### config.mk
export PLATFORM = sky130hd
export DESIGN_NAME = mand_rr_scheduler_flat
export DESIGN_NICKNAME = d
export VERILOG_FILES = /design/src/rtl/mand_rr_scheduler_pkg.sv /design/src/rtl/mand_rr_scheduler_if.sv /design/src/rtl/mand.sv /design/src/rtl/mand_rr_scheduler_rr_pick.sv /design/src/rtl/mand_rr_scheduler.sv /design/src/flat_wrapper.sv
export SDC_FILE = /design/constraint.sdc
export NUM_CORES = 1
export LEC_CHECK = 0
export ABC_AREA = 0
export BUFFER_PORTS_ARGS = -buffer_cell sky130_fd_sc_hd__buf_4
export CAP_MARGIN = 20
export CORE_AREA = 2 2 39 41
export CTS_CLUSTER_DIAMETER = 60
export DETAILED_ROUTE_END_ITERATION = 6
export DIE_AREA = 0 0 41 43
export GPL_TIMING_DRIVEN = 0
export HOLD_SLACK_MARGIN = 0.08
export PLACE_DENSITY = 0.69
export SYNTH_ARGS = -nofsm -noshare
export SYNTH_HDL_FRONTEND = slang
export SYNTH_HIERARCHICAL = 1
export SYNTH_SLANG_ARGS = --single-unit
### constraint.sdc
create_clock -name clk -period 3.6 [get_ports clk]
set_input_delay 0.36 -clock clk [delete_from_list [all_inputs] [get_ports clk]]
set_output_delay 0.36 -clock clk [all_outputs]
set_load 0.005 [all_outputs]
### src/rtl/mand_rr_scheduler_pkg.sv
// ============================================================================
// Module : mand_sched_pkg
// Brief  : Shared constants and types for the mand round-robin scheduler.
// Rev    : 1.0 - initial release
// ============================================================================
`default_nettype none

package mand_sched_pkg;
  localparam int DEFAULT_NUM_REQ = 4;
  localparam int STAT_W = 16;
  localparam logic [STAT_W-1:0] STAT_MAX = 16'hFFFF;

  typedef enum logic [0:0] {
    EMPTY = 1'b0,
    FULL  = 1'b1
  } out_state_e;
endpackage

`default_nettype wire

### src/rtl/mand_rr_scheduler_if.sv
// ============================================================================
// Module : mand_rr_scheduler_if
// Brief  : Requester-side and response-side handshake bundle for the scheduler.
// Rev    : 1.0 - initial release
// ============================================================================
`default_nettype none

interface mand_rr_scheduler_if #(
  parameter int NUM_REQ = 4
);
  localparam int ID_W = $clog2(NUM_REQ);

  logic [NUM_REQ-1:0] req_valid;
  logic [NUM_REQ-1:0] req_a;
  logic [NUM_REQ-1:0] req_b;
  logic [NUM_REQ-1:0] req_ready;
  logic               rsp_valid;
  logic [ID_W-1:0]    rsp_id;
  logic               rsp_data;
  logic               rsp_ready;

  modport master (
    output req_valid, req_a, req_b, rsp_ready,
    input  req_ready, rsp_valid, rsp_id, rsp_data
  );

  modport slave (
    input  req_valid, req_a, req_b, rsp_ready,
    output req_ready, rsp_valid, rsp_id, rsp_data
  );
endinterface

`default_nettype wire

### src/rtl/mand.sv
// ============================================================================
// Module : mand
// Brief  : Shared 1-bit AND unit.
// Rev    : 1.0 - initial release
// ============================================================================
`default_nettype none

module mand (
  input  wire logic a,
  input  wire logic b,
  output logic      y
);
  assign y = a & b;
endmodule

`default_nettype wire

### src/rtl/mand_rr_scheduler_rr_pick.sv
// ============================================================================
// Module : rr_pick
// Brief  : Combinational round-robin picker: first set bit at or after ptr.
// Rev    : 1.0 - initial release
// ============================================================================
`default_nettype none

module rr_pick #(
  parameter int NUM_REQ = 4,
  localparam int ID_W = $clog2(NUM_REQ)
) (
  input  wire logic [NUM_REQ-1:0] req,
  input  wire logic [ID_W-1:0]    ptr,
  output logic [NUM_REQ-1:0]      grant,
  output logic [ID_W-1:0]         winner,
  output logic                    any
);
  logic [ID_W:0] idx;

  // Scan offsets from farthest to nearest so the nearest set bit wins last.
  always_comb begin
    winner = '0;
    any    = 1'b0;
    idx    = '0;
    for (int k = NUM_REQ - 1; k >= 0; k--) begin
      idx = {1'b0, ptr} + (ID_W+1)'(k);
      if (idx >= (ID_W+1)'(NUM_REQ))
        idx = idx - (ID_W+1)'(NUM_REQ);
      if (req[idx[ID_W-1:0]]) begin
        winner = idx[ID_W-1:0];
        any    = 1'b1;
      end
    end
    grant = any ? (NUM_REQ'(1) << winner) : '0;
  end
endmodule

`default_nettype wire

### src/rtl/mand_rr_scheduler.sv
// ============================================================================
// Module : mand_rr_scheduler
// Brief  : Round-robin sharing of one mand unit; optional grant counters
//          enabled by MAND_RR_STATS_EN.
// Rev    : 1.0 - initial release
// ============================================================================
`default_nettype none

module mand_rr_scheduler
  import mand_sched_pkg::*;
#(
  parameter int NUM_REQ = DEFAULT_NUM_REQ,
  localparam int ID_W = $clog2(NUM_REQ)
) (
  input  wire logic          clk,
  input  wire logic          rst,
  mand_rr_scheduler_if.slave bus
`ifdef MAND_RR_STATS_EN
  ,
  input  wire logic [ID_W-1:0] stat_sel,
  output logic [STAT_W-1:0]    stat_cnt
`endif
);
  out_state_e         state;
  logic [ID_W-1:0]    ptr;
  logic [ID_W-1:0]    rsp_id_q;
  logic               rsp_data_q;

  logic [NUM_REQ-1:0] grant;
  logic [ID_W-1:0]    winner;
  logic               any;
  logic               can_accept;
  logic               accept;
  logic               mand_y;
  logic [ID_W-1:0]    ptr_next;

  rr_pick #(.NUM_REQ(NUM_REQ)) u_pick (
    .req    (bus.req_valid),
    .ptr    (ptr),
    .grant  (grant),
    .winner (winner),
    .any    (any)
  );

  mand u_mand (
    .a (bus.req_a[winner]),
    .b (bus.req_b[winner]),
    .y (mand_y)
  );

  assign can_accept    = (state == EMPTY) || bus.rsp_ready;
  assign accept        = rst && can_accept && any;
  assign bus.req_ready = accept ? grant : '0;
  assign ptr_next      = (winner == ID_W'(NUM_REQ - 1)) ? '0 : winner + 1'b1;

  always_ff @(posedge clk) begin
    if (!rst) begin
      state      <= EMPTY;
      ptr        <= '0;
      rsp_id_q   <= '0;
      rsp_data_q <= 1'b0;
    end else if (accept) begin
      state      <= FULL;
      ptr        <= ptr_next;
      rsp_id_q   <= winner;
      rsp_data_q <= mand_y;
    end else if (state == FULL && bus.rsp_ready) begin
      state <= EMPTY;
    end
  end

  assign bus.rsp_valid = (state == FULL);
  assign bus.rsp_id    = rsp_id_q;
  assign bus.rsp_data  = rsp_data_q;

`ifdef MAND_RR_STATS_EN
  logic [STAT_W-1:0] grant_cnt [NUM_REQ];

  always_ff @(posedge clk) begin
    for (int i = 0; i < NUM_REQ; i++) begin
      if (!rst)
        grant_cnt[i] <= '0;
      else if (bus.req_ready[i] && grant_cnt[i] != STAT_MAX)
        grant_cnt[i] <= grant_cnt[i] + 1'b1;
    end
  end

  // Out-of-range selects (non power-of-two NUM_REQ) read as zero.
  always_comb begin
    stat_cnt = '0;
    if (32'(stat_sel) < NUM_REQ)
      stat_cnt = grant_cnt[stat_sel];
  end
`endif
endmodule

`default_nettype wire

### src/flat_wrapper.sv
// flat-port wrapper written by rule: the top's interface ports become plain ports
module mand_rr_scheduler_flat import mand_sched_pkg::*;
#(
  parameter int NUM_REQ = DEFAULT_NUM_REQ,
  localparam int ID_W = $clog2(NUM_REQ)
)
  (clk, rst, bus_req_valid, bus_req_a, bus_req_b, bus_rsp_ready, bus_req_ready, bus_rsp_valid, bus_rsp_id, bus_rsp_data);
  mand_rr_scheduler_if #(.NUM_REQ(NUM_REQ)) bus_i ();
  input  wire logic clk;
  input  wire logic rst;
  input wire logic [$bits(bus_i.req_valid)-1:0] bus_req_valid;
  input wire logic [$bits(bus_i.req_a)-1:0] bus_req_a;
  input wire logic [$bits(bus_i.req_b)-1:0] bus_req_b;
  input wire logic [$bits(bus_i.rsp_ready)-1:0] bus_rsp_ready;
  output wire logic [$bits(bus_i.req_ready)-1:0] bus_req_ready;
  output wire logic [$bits(bus_i.rsp_valid)-1:0] bus_rsp_valid;
  output wire logic [$bits(bus_i.rsp_id)-1:0] bus_rsp_id;
  output wire logic [$bits(bus_i.rsp_data)-1:0] bus_rsp_data;
  assign bus_i.req_valid = bus_req_valid;
  assign bus_i.req_a = bus_req_a;
  assign bus_i.req_b = bus_req_b;
  assign bus_i.rsp_ready = bus_rsp_ready;
  assign bus_req_ready = bus_i.req_ready;
  assign bus_rsp_valid = bus_i.rsp_valid;
  assign bus_rsp_id = bus_i.rsp_id;
  assign bus_rsp_data = bus_i.rsp_data;
  mand_rr_scheduler #(.NUM_REQ(NUM_REQ)) u_core (.clk(clk), .rst(rst), .bus(bus_i));
endmodule
==> flow_metrics.tcl <==
set metrics [dict create \
    status "finished, final reports clean" \
    cp_top_family "compound AO/OA/AOI/OAI gates" \
    pre_cts_slack_ns 1.45 \
    slew_violations 0 \
    min_period_ns 2.13 \
    overflow 0 \
    fin_ws_ns 1.47 \
    start_kind "register" \
    cts_setup_buffers 0 \
    grt_pass1_vias 484 \
    firstDrtPassIters 4 \
    whs_ns 0.411 \
    path_cells "nor2_1 -> o21bai_1 -> a221oi_2 -> mux4_2 -> and2_1 -> inv_1 -> mux2i_1" \
    yosys.area.top_type "dfxtp_1" \
    maxSlewHeadroom 0.660 \
    htreeDepth 1 \
    seqPwrFrac 0.309 \
    grt_pass1_wl_um 1940 \
    start_util 0.382 \
    rows 14 \
    clkPwrFrac 0.188 \
    area_growth_syn_to_layout_pct 36.4 \
    post_drt_via_cell_ratio 5.21 \
    p_leak_uw 0.000360 \
    cp.required_ns 3.74 \
    synthesis.area_um2 529 \
    cts_tree "built" \
    synth.most_common_cell "nand2_1" \
    ir_drop_mv 0.250 \
    drive_gt1_frac 0.419 \
    syn_inst 63 \
    synth_nets 79 \
    final_antenna_net_count 0 \
    worstSetupEndpointType "register" \
    final_util 0.522 \
    ctsHoldBuffers 0 \
    setup.worst_path.class "reg -> reg" \
    dieHeight_um 43 \
    cts.clk_slew.worst_paths_ns 0.05 \
    p_per_area_nw_per_um2 468 \
    drt-initial-drc-count 5 \
    synth_top_cells_by_count "7 x nand2_1, 6 x dfxtp_1, 6 x inv_1, 5 x mux2i_1, 5 x nor2_1" \
    critical_path_arrival_ns 2.27 \
    ctsResizeCount 0 \
    crit_fanout 8 \
    slowest_delay_ns 0.56 \
    intPower_uw 219 \
    worstMarginPinSlew_ns 0.509 \
    antenna_found_initial 0 \
    netlist.area_leader.share 0.227 \
    yosys_warnings 6 \
    root_buffer "clkbuf_4" \
    core_um2 1380 \
    combPwrFrac 0.503 \
    gp_congestion 0.687 \
    fin_setup_tns_ns 0 \
    wire_per_inst_um 11.0 \
    synth_seq_area_share 0.227 \
    swShare 0.352 \
    fillers 150 \
    antennaDiodeCount 0 \
    drv_cap 0 \
    synth-edff-count 0 \
    dominantRegCellSynth "dfxtp_1" \
    timing.fmax_mhz 468 \
    syn_avg_cell_area_um2 8.40 \
    cts_buffers 3 \
    layout.nets 104 \
    rsz0062_at_grt "false" \
    die_w_um 41 \
    num_vias 531 \
    grt_max_degree 11 \
    dpl.hpwl_um 889 \
    async_flop_share 0 \
    ios 23 \
    port_buffers 20 \
    numClockSinks 6 \
    crit_buf_inv 1 \
    die-area_um2 1760 \
    ys_seq_elements 6 \
    switchingPower_uw 119 \
    fin_crit_sh 0.593 \
    setup_viol 0 \
    hold_path.class "in -> reg" \
    grtUsageTotal 0.165 \
    drt_wl_total_um 1120 \
    hold_viol 0 \
    route.detailed.drc 0 \
    clock_latency_ns 0.25 \
    cts.path.max_buffers 2 \
    crit_slowest_cell "mux4_2" \
    synth_area_leaders "dfxtp_1 23%, mux2i_1 9.5%, mux4_2 8.5%, and2_2 5.7%, nand2_1 5.0%" \
    skew_ns 0.00497 \
    synth.distinct_cells 28 \
]
==> power by group through the flow <==
| stage | clock network, uW | logic (uW) | registers [uW] |
|---|---|---|---|
| CTS | 66.9 | 172 | 105 |
| global placement | 0 | 168 | 105 |
| floorplan | 0 | 121 | 101 |
| detailed placement | 0 | 172 | 105 |
| finish | 63.4 | 170 | 104 |
| global route | 70.6 | 189 | 108 |
==> logic make-up after synthesis <==
logic type / after synthesis / synth area share
AND/OR/NAND/NOR: 27 / 0.281
AO/OA/AOI/OAI: 13 / 0.189
buffers and inverters: 9 / 0.0993
multiplexers: 7 / 0.180
flip-flops: 6 / 0.227
adder cells (fa/ha/maj): 1 / 0.0236
==> per-stage QoR <==
step | cells | instance area, um2 | power [uW]
floorplan | 63 | 529 | 222
global placement | 99 | 699 | 273
detailed placement | 99 | 699 | 277
CTS | 102 | 722 | 344
global route | 102 | 722 | 368
finish | 102 | 722 | 338
==> layout make-up <==
type / instances / area (um2) / share of cell area
Timing Repair Buffer: 20 / 150 / 0.208
Inverter: 6 / 22.5 / 0.0312
Buffer: 3 / 30.0 / 0.0416
Tap cell: 16 / 20.0 / 0.0277
Sequential cell: 6 / 120 / 0.166
Clock buffer: 3 / 22.5 / 0.0312
Multi-Input combinational cell: 48 / 357 / 0.494
==> layer usage <==
layer  track usage  routed length, um
met4         0.100                 19
met5             0                  0
met3        0.0471                 96
met2         0.247                533
met1         0.197                469
==> path summary, 6_finish.rpt <==
check	slack, ns	depth (start not counted)	startpoint	endpoint
worst max-delay path	1.47	7	u_core/ptr[0]$_SDFFE_PN0P_	u_core/bus.rsp_data$_SDFFE_PN0P_
worst min-delay path	0.41	3	rst	u_core/bus.rsp_data$_SDFFE_PN0P_
worst max register to register	1.47	7	u_core/ptr[0]$_SDFFE_PN0P_	u_core/bus.rsp_data$_SDFFE_PN0P_
worst min register to register	0.46	2	u_core/bus.rsp_id[1]$_SDFFE_PN0P_	u_core/bus.rsp_id[1]$_SDFFE_PN0P_
==> sequential cells by signal, indices dropped and copies added (netlist names) <==
signal and cells:
u_core/ptr 2, u_core/bus.rsp_data 1, u_core/bus.rsp_id 2, u_core/bus.rsp_valid 1
==> worst reg2reg max path, stage by stage, from the launching register on <==
cell      delay, ns
dfxtp_1        0.45
nor2_1         0.10
o21bai_1       0.17
a221oi_2       0.48
mux4_2         0.56
and2_1         0.16
inv_1          0.05
mux2i_1        0.06
==> placed cells by master (no fill, tap or decap), types with 2 or more instances in the layout <==
cell,count
mux4_2,2
nor3_1,2
dfxtp_1,6
nand2b_1,2
and3_1,2
buf_6,2
a21oi_1,3
nor2_1,5
and2_2,4
nand2_1,7
mux2i_1,5
clkbuf_4,3
nor2b_1,2
inv_1,6
buf_4,21
(Power assumes the default switching activity.)
